--- src/rtl/keypad_pkg.sv ---
// Shared types and helpers for the 4x4 keypad scanner: FSM states, frame results, column decode.
// Pure declarations; no latency and no flow control.
package keypad_pkg;

    localparam int ROWS = 4;
    localparam int COLS = 4;

    typedef enum logic [1:0] {
        ST_IDLE,
        ST_PRESS_DB,
        ST_HELD,
        ST_RELEASE_DB
    } state_t;

    typedef enum logic [1:0] {
        FR_NONE,
        FR_SINGLE,
        FR_MULTI
    } frame_res_t;

    // Number of active columns, saturating at 2 ("two or more").
    function automatic logic [1:0] col_count(input logic [COLS-1:0] cols);
        logic [2:0] n;
        n = 3'd0;
        for (int i = 0; i < COLS; i++) begin
            n = n + {2'b00, cols[i]};
        end
        return (n >= 3'd2) ? 2'd2 : n[1:0];
    endfunction

    // Index of the lowest active column; only meaningful when exactly one is set.
    function automatic logic [1:0] col_index(input logic [COLS-1:0] cols);
        logic [1:0] idx;
        idx = 2'd0;
        for (int i = COLS - 1; i >= 0; i--) begin
            if (cols[i]) begin
                idx = 2'(i);
            end
        end
        return idx;
    endfunction

endpackage

--- src/rtl/keypad_sync.sv ---
// Two-flop synchronizer for the asynchronous column sense lines.
// Latency 2 clk cycles; no backpressure (free-running sampler).
module keypad_sync #(
    parameter int W = 4
) (
    input  logic         clk,
    input  logic         reset,
    input  logic [W-1:0] d,
    output logic [W-1:0] q
);

    logic [W-1:0] meta_q;
    logic [W-1:0] sync_q;

    always_ff @(posedge clk) begin
        if (!reset) begin
            meta_q <= '0;
            sync_q <= '0;
        end else begin
            meta_q <= d;
            sync_q <= meta_q;
        end
    end

    assign q = sync_q;

endmodule

--- src/rtl/keypad_scanner.sv ---
// 4x4 matrix keypad scanner with frame-based press/release debounce and multi-key detection.
// Pulses follow the qualifying frame end by 1 cycle; no backpressure, events are single-cycle pulses.
module keypad_scanner
    import keypad_pkg::*;
#(
    parameter int SCAN_DIV        = 1000,
    parameter int DEBOUNCE_FRAMES = 4
) (
    input  logic        clk,
    input  logic        reset,
    input  logic [3:0]  col_in,
    output logic [3:0]  row_out,
    output logic [3:0]  key_code,
    output logic        key_press,
    output logic        key_valid,
    output logic        key_release,
    output logic        multi_key
);

    localparam int            CW        = $clog2(SCAN_DIV);
    localparam logic [CW-1:0] SLOT_LAST = CW'(SCAN_DIV - 1);
    localparam logic [3:0]    DB_TGT    = 4'(DEBOUNCE_FRAMES);

    logic [COLS-1:0] col_sync;

    keypad_sync #(.W(COLS)) u_sync (
        .clk   (clk),
        .reset (reset),
        .d     (col_in),
        .q     (col_sync)
    );

    // Scan timing and per-frame accumulation
    logic [CW-1:0] slot_q;
    logic [1:0]    row_q;
    logic [3:0]    row_out_q;
    logic [1:0]    acc_n_q;
    logic [3:0]    acc_code_q;

    logic          slot_last;
    logic          frame_end;
    logic [1:0]    cur_n;
    logic [3:0]    cur_code;
    logic [2:0]    sum_n;
    logic [1:0]    tot_n;
    logic [3:0]    tot_code;
    frame_res_t    frame_res;

    assign slot_last = (slot_q == SLOT_LAST);
    assign frame_end = slot_last && (row_q == 2'd3);
    assign cur_n     = col_count(col_sync);
    assign cur_code  = {row_q, col_index(col_sync)};
    assign sum_n     = {1'b0, acc_n_q} + {1'b0, cur_n};
    assign tot_n     = (sum_n >= 3'd2) ? 2'd2 : sum_n[1:0];
    assign tot_code  = (cur_n == 2'd1) ? cur_code : acc_code_q;

    always_comb begin
        frame_res = FR_NONE;
        if (tot_n == 2'd1) begin
            frame_res = FR_SINGLE;
        end else if (tot_n == 2'd2) begin
            frame_res = FR_MULTI;
        end
    end

    always_ff @(posedge clk) begin
        if (!reset) begin
            slot_q     <= '0;
            row_q      <= 2'd0;
            row_out_q  <= 4'b0001;
            acc_n_q    <= 2'd0;
            acc_code_q <= 4'd0;
        end else if (slot_last) begin
            slot_q    <= '0;
            row_q     <= row_q + 2'd1;
            row_out_q <= {row_out_q[2:0], row_out_q[3]};
            if (frame_end) begin
                acc_n_q    <= 2'd0;
                acc_code_q <= 4'd0;
            end else begin
                acc_n_q    <= tot_n;
                acc_code_q <= tot_code;
            end
        end else begin
            slot_q <= slot_q + 1'b1;
        end
    end

    // Debounce FSM
    state_t     state_q, state_d;
    logic [3:0] cand_q, cand_d;
    logic [3:0] dbc_q, dbc_d;
    logic [3:0] key_code_q, key_code_d;
    logic       key_valid_q, key_valid_d;
    logic       key_press_q, key_press_d;
    logic       key_release_q, key_release_d;
    logic       multi_key_q, multi_key_d;

    logic       single;
    logic       match;
    logic [3:0] dbc_inc;

    assign single  = (frame_res == FR_SINGLE);
    assign match   = single && (tot_code == key_code_q);
    assign dbc_inc = (dbc_q == 4'hF) ? 4'hF : dbc_q + 4'd1;

    always_comb begin
        state_d       = state_q;
        cand_d        = cand_q;
        dbc_d         = dbc_q;
        key_code_d    = key_code_q;
        key_valid_d   = key_valid_q;
        key_press_d   = 1'b0;
        key_release_d = 1'b0;
        multi_key_d   = multi_key_q;

        if (frame_end) begin
            multi_key_d = (frame_res == FR_MULTI);
            case (state_q)
                ST_IDLE: begin
                    if (single) begin
                        if (DB_TGT <= 4'd1) begin
                            state_d     = ST_HELD;
                            key_code_d  = tot_code;
                            key_valid_d = 1'b1;
                            key_press_d = 1'b1;
                            dbc_d       = 4'd0;
                        end else begin
                            state_d = ST_PRESS_DB;
                            cand_d  = tot_code;
                            dbc_d   = 4'd1;
                        end
                    end
                end
                ST_PRESS_DB: begin
                    if (single && (tot_code == cand_q)) begin
                        dbc_d = dbc_inc;
                        if (dbc_inc >= DB_TGT) begin
                            state_d     = ST_HELD;
                            key_code_d  = cand_q;
                            key_valid_d = 1'b1;
                            key_press_d = 1'b1;
                            dbc_d       = 4'd0;
                        end
                    end else if (single) begin
                        cand_d = tot_code;
                        dbc_d  = 4'd1;
                    end else begin
                        state_d = ST_IDLE;
                        dbc_d   = 4'd0;
                    end
                end
                ST_HELD: begin
                    if (!match) begin
                        if (DB_TGT <= 4'd1) begin
                            state_d       = ST_IDLE;
                            key_valid_d   = 1'b0;
                            key_release_d = 1'b1;
                            dbc_d         = 4'd0;
                        end else begin
                            state_d = ST_RELEASE_DB;
                            dbc_d   = 4'd1;
                        end
                    end
                end
                ST_RELEASE_DB: begin
                    if (match) begin
                        state_d = ST_HELD;
                        dbc_d   = 4'd0;
                    end else begin
                        dbc_d = dbc_inc;
                        if (dbc_inc >= DB_TGT) begin
                            state_d       = ST_IDLE;
                            key_valid_d   = 1'b0;
                            key_release_d = 1'b1;
                            dbc_d         = 4'd0;
                        end
                    end
                end
                default: begin
                    state_d = ST_IDLE;
                    dbc_d   = 4'd0;
                end
            endcase
        end
    end

    always_ff @(posedge clk) begin
        if (!reset) begin
            state_q       <= ST_IDLE;
            cand_q        <= 4'd0;
            dbc_q         <= 4'd0;
            key_code_q    <= 4'd0;
            key_valid_q   <= 1'b0;
            key_press_q   <= 1'b0;
            key_release_q <= 1'b0;
            multi_key_q   <= 1'b0;
        end else begin
            state_q       <= state_d;
            cand_q        <= cand_d;
            dbc_q         <= dbc_d;
            key_code_q    <= key_code_d;
            key_valid_q   <= key_valid_d;
            key_press_q   <= key_press_d;
            key_release_q <= key_release_d;
            multi_key_q   <= multi_key_d;
        end
    end

    assign row_out     = row_out_q;
    assign key_code    = key_code_q;
    assign key_valid   = key_valid_q;
    assign key_press   = key_press_q;
    assign key_release = key_release_q;
    assign multi_key   = multi_key_q;

endmodule
--- config.mk ---
export PLATFORM = sky130hd
export DESIGN_NAME = keypad_scanner
export DESIGN_NICKNAME = d
export VERILOG_FILES = /design/src/rtl/keypad_pkg.sv /design/src/rtl/keypad_sync.sv /design/src/rtl/keypad_scanner.sv
export SDC_FILE = /design/constraint.sdc
export NUM_CORES = 1
export LEC_CHECK = 0
export BUFFER_PORTS_ARGS = -buffer_cell sky130_fd_sc_hd__buf_2
export CAP_MARGIN = 20
export CORE_MARGIN = 1
export CORE_UTILIZATION = 60
export CTS_CLUSTER_DIAMETER = 200
export DETAILED_ROUTE_END_ITERATION = 6
export HOLD_SLACK_MARGIN = 0.03
export PLACE_DENSITY = 0.85
export SETUP_SLACK_MARGIN = 0.1
export SLEW_MARGIN = 20
export SYNTH_ARGS = -nofsm -noshare
export SYNTH_HDL_FRONTEND = slang
export SYNTH_HIERARCHICAL = 1
export SYNTH_SLANG_ARGS = --single-unit
--- constraint.sdc ---
create_clock -name clk -period 6.2 [get_ports clk]
set_input_delay 1.55 -clock clk [delete_from_list [all_inputs] [get_ports clk]]
set_output_delay 1.55 -clock clk [all_outputs]
set_load 0.1 [all_outputs]
==> flow_metrics.env <==
export IMPL_rsz0062_at_grt="no"
export IMPL_yosysWarnings=6
export IMPL_finalMaxSlewViolations=0
export IMPL_fin_util_pct=69.6
export IMPL_synthesis_nets=270
export IMPL_drc=0
export IMPL_synth_area_per_cell_um2=9.14
export IMPL_placed_cells_incl_taps=316
export IMPL_cp_arrival_ns=4.12
export IMPL_cts_setup_buffers=0
export IMPL_multiInputGateArea_um2=1320
export IMPL_n_antenna_cell=0
export IMPL_worstPathMaxFanout=4
export IMPL_ioPinCount=18
export IMPL_ir_drop_mv=0.222
export IMPL_dr_total_vias=1811
export IMPL_chipHeight_um=64.4
export IMPL_ys_seq_area_share_pct=41.1
export IMPL_skew_ns=0.00583
export IMPL_whs_path_depth=1
export IMPL_crit_chain="inv_1 > fa_1 > inv_1 > ha_1 > inv_1 > ha_1 > and2_1 > ha_1 > inv_1 > fa_1 > nand3_1 > a211oi_1 > a21oi_1 > or4_4 > a21oi_2 > a22o_1"
export IMPL_setup_viol=0
export IMPL_design_power_total_uw=580
export IMPL_synth_edf_count=0
export IMPL_min_path_type="register to register"
export IMPL_cp_start_kind="register"
export IMPL_synth_top_flop_cell="dfxtp_1"
export IMPL_dieArea_um2=4150
export IMPL_drt_iter0_drc=119
export IMPL_numCtsBuffers=5
export IMPL_nFillCells=301
export IMPL_required_ns=6.44
export IMPL_drive_gt1_share_pct=16.3
export IMPL_worstSetupPathType="register to register"
export IMPL_tightest_slew_ns=0.768
export IMPL_cts_tree="built"
export IMPL_htree_num_levels=2
export IMPL_stdcell_count=324
export IMPL_path_buf_inv=4
export IMPL_ant_nets=0
export IMPL_r2r_end="dbc_q[1]"
export IMPL_max_slew_margin_rel_pct=48.4
export IMPL_hold_violations=0
export IMPL_rr_startpoint="u_sync/q[0]"
export IMPL_r2r_setup_slack_ns=2.32
export IMPL_die_width_um=64.4
export IMPL_hpwlAfterDp_mm=3.20
export IMPL_clock_sinks=48
export IMPL_routed_wl_mm=4.46
export IMPL_cts_buffer_depth=2
export IMPL_cap_violations=0
export IMPL_ctsHoldBuffers=0
export IMPL_grt_pass1_vias=1750
export IMPL_placementRows=22
export IMPL_clk_pin_slew_ns=0.08
export IMPL_viasPerCell=5.59
export IMPL_cts_root_buf="clkbuf_8"
export IMPL_fmax_mhz=258
export IMPL_finalWeightedCongestion=0.840
export IMPL_coreArea_um2=3690
export IMPL_firstDrtPassIters=4
export IMPL_slowest_stage="fa_1"
export IMPL_reg2regPathDepth=16
export IMPL_status="finished clean"
export IMPL_nets=289
export IMPL_netlist_area_um2=2340
export IMPL_worstSetupEndpointType="register"
export IMPL_setup_ws_ns=2.32
export IMPL_clock_latency_ns=0.30
export IMPL_wl_per_cell_um=13.8
export IMPL_grtUsageTotal_pct=24.9
export IMPL_gr_total_overflow=0
export IMPL_postCtsResizedCells=0
export IMPL_seq_area_um2=961
export IMPL_crit_path_frequent_cell="inv_1"
export IMPL_synth_cells=256
export IMPL_synthToLayoutAreaGrowth_pct=9.68
export IMPL_min_to="u_sync/q[1]"
export IMPL_ys_ff_latch=48
export IMPL_synthArstFlopShare_pct=0
export IMPL_initial_utilization_pct=63.4
export IMPL_path_delay_family="adder cells"
export IMPL_antenna_found_initial=0
export IMPL_fin_crit_ns=3.88
export IMPL_synth_distinct_cells=55
export IMPL_grt_pass1_wl_mm=7.93
export IMPL_portBuffers=17
export IMPL_min_from="u_sync/meta_q[1]"
export IMPL_critPathMaxStageDelay_ns=0.53
export IMPL_dp_slack_ns=2.34
export IMPL_finalCritPeriodShare_pct=62.6
export IMPL_grt_max_degree=26
export IMPL_p_per_area_nw_per_um2=226
export IMPL_p_leak_uw=0.000990
export IMPL_fin_tns_setup_ns=0
[report_power, final]
| part | internal [uW] | switching (uW) | total [uW] | leakage [uW] |
|---|---|---|---|---|
| clock network | 120 | 97.6 | 217 | 0.0000552 |
| logic | 17.6 | 30.0 | 47.7 | 0.000546 |
| registers | 312 | 3.01 | 315 | 0.000389 |
[how the worst max path moves through the flow]
| stage | startpoint | end | slack [ns] | depth (start not counted) |
|---|---|---|---|---|
| after floorplan | u_sync/q[0] | dbc_q[1] | 2.60 | 17 |
| after global placement | u_sync/q[0] | dbc_q[1] | 2.53 | 17 |
| after detailed placement | u_sync/q[0] | dbc_q[1] | 2.34 | 16 |
| after CTS | u_sync/q[0] | dbc_q[1] | 2.32 | 16 |
| after global routing | u_sync/q[1] | dbc_q[1] | 2.08 | 17 |
| final | u_sync/q[0] | dbc_q[1] | 2.32 | 16 |
[through the flow]
| step | cell area (um2) | hold WS [ns] |
|---|---|---|
| 5_1_grt | 2570 | 0.456 |
| 3_3_place_gp | 2460 | 0.414 |
| 2_1_floorplan | 2340 | 0.412 |
| 6_report | 2570 | 0.437 |
| 3_5_place_dp | 2460 | 0.420 |
| 4_1_cts | 2570 | 0.439 |
[placed cells by master, fill, tap and decap left out, drive strengths merged, types with 2 or more instances in the layout]
cell type,n
buf,17
xor2,4
or2,2
nor3b,2
nor2,26
o21ai,7
ha,6
mux2i,7
and2,16
or3,5
nor2b,4
a211oi,4
fa,2
nand3,7
or4,2
nor3,8
nand2b,5
and3,5
nor4,4
nand3b,3
clkbuf,6
nand4,3
inv,9
nand2,29
a22oi,3
xnor2,6
a21oi,23
dfxtp,48
[cell usage after synthesis, types with 2 or more instances]
cell type   n  area share [%]
dfxtp_1    48              41
or3_1       5             1.3
or2_2       2            0.53
nand2b_1    5             1.3
nor2b_1     3            0.80
o21ai_0     6             1.3
and3_1      5             1.3
and2_1     16             4.3
nand3b_1    2            0.64
a211oi_1    2            0.64
xnor2_1     6             2.2
mux2i_1     5             2.1
inv_1       8             1.3
clkbuf_1    4            0.64
ha_1        6             3.2
nor2_1     26             4.2
nand3_1     7             1.5
a22oi_1     3            0.96
nand2_1    29             4.7
xor2_1      4             1.5
a21oi_1    21             4.5
a211oi_2    2             1.1
fa_1        2             1.7
nor3_1      7             1.5
nor4_1      2            0.53
[worst reg2reg max path, cell delays in order (launching register included)]
cell and delay, ns:
dfxtp_1 0.40, inv_1 0.11, fa_1 0.53, inv_1 0.04, ha_1 0.18, inv_1 0.07
ha_1 0.25, and2_1 0.16, ha_1 0.14, inv_1 0.05, fa_1 0.51, nand3_1 0.12
a211oi_1 0.24, a21oi_1 0.16, or4_4 0.52, a21oi_2 0.18, a22o_1 0.16
[state kept, by name, indices dropped and copies added, names as in the netlist, 4 cells and up]
register and count:
slot_q 10, acc_code_q 4, cand_q 4, dbc_q 4, key_code 4, row_out 4, u_sync/meta_q 4, u_sync/q 4
[metal layers]
| metal | global-route usage (%) | vias to the layer above | routed length (um) |
|---|---|---|---|
| met5 | 0 | - | 0 |
| met4 | 11.1 | 0 | 93 |
| met3 | 4.75 | 10 | 143 |
| met2 | 41.8 | 36 | 2110 |
| met1 | 30.9 | 834 | 2120 |
| li1 | - | 931 | - |
[layout make-up]
type / instances / area share (%)
Clock buffer: 6 / 2.83
Inverter: 9 / 1.32
Sequential cell: 48 / 37.4
Clock inverter: 2 / 1.37
Tap cell: 48 / 2.34
Timing Repair Buffer: 17 / 3.32
Multi-Input combinational cell: 194 / 51.4
[kinds of logic after synthesis]
| kind of cell | after synthesis | share of synthesized area [%] |
|---|---|---|
| simple gates | 123 | 30.3 |
| flops | 48 | 41.1 |
| compound gates | 46 | 13.7 |
| buf+inv | 14 | 2.57 |
| xor+xnor | 10 | 3.74 |
| fa+ha+maj | 8 | 4.92 |
| mux | 7 | 3.69 |
(Power assumes the default switching activity.)
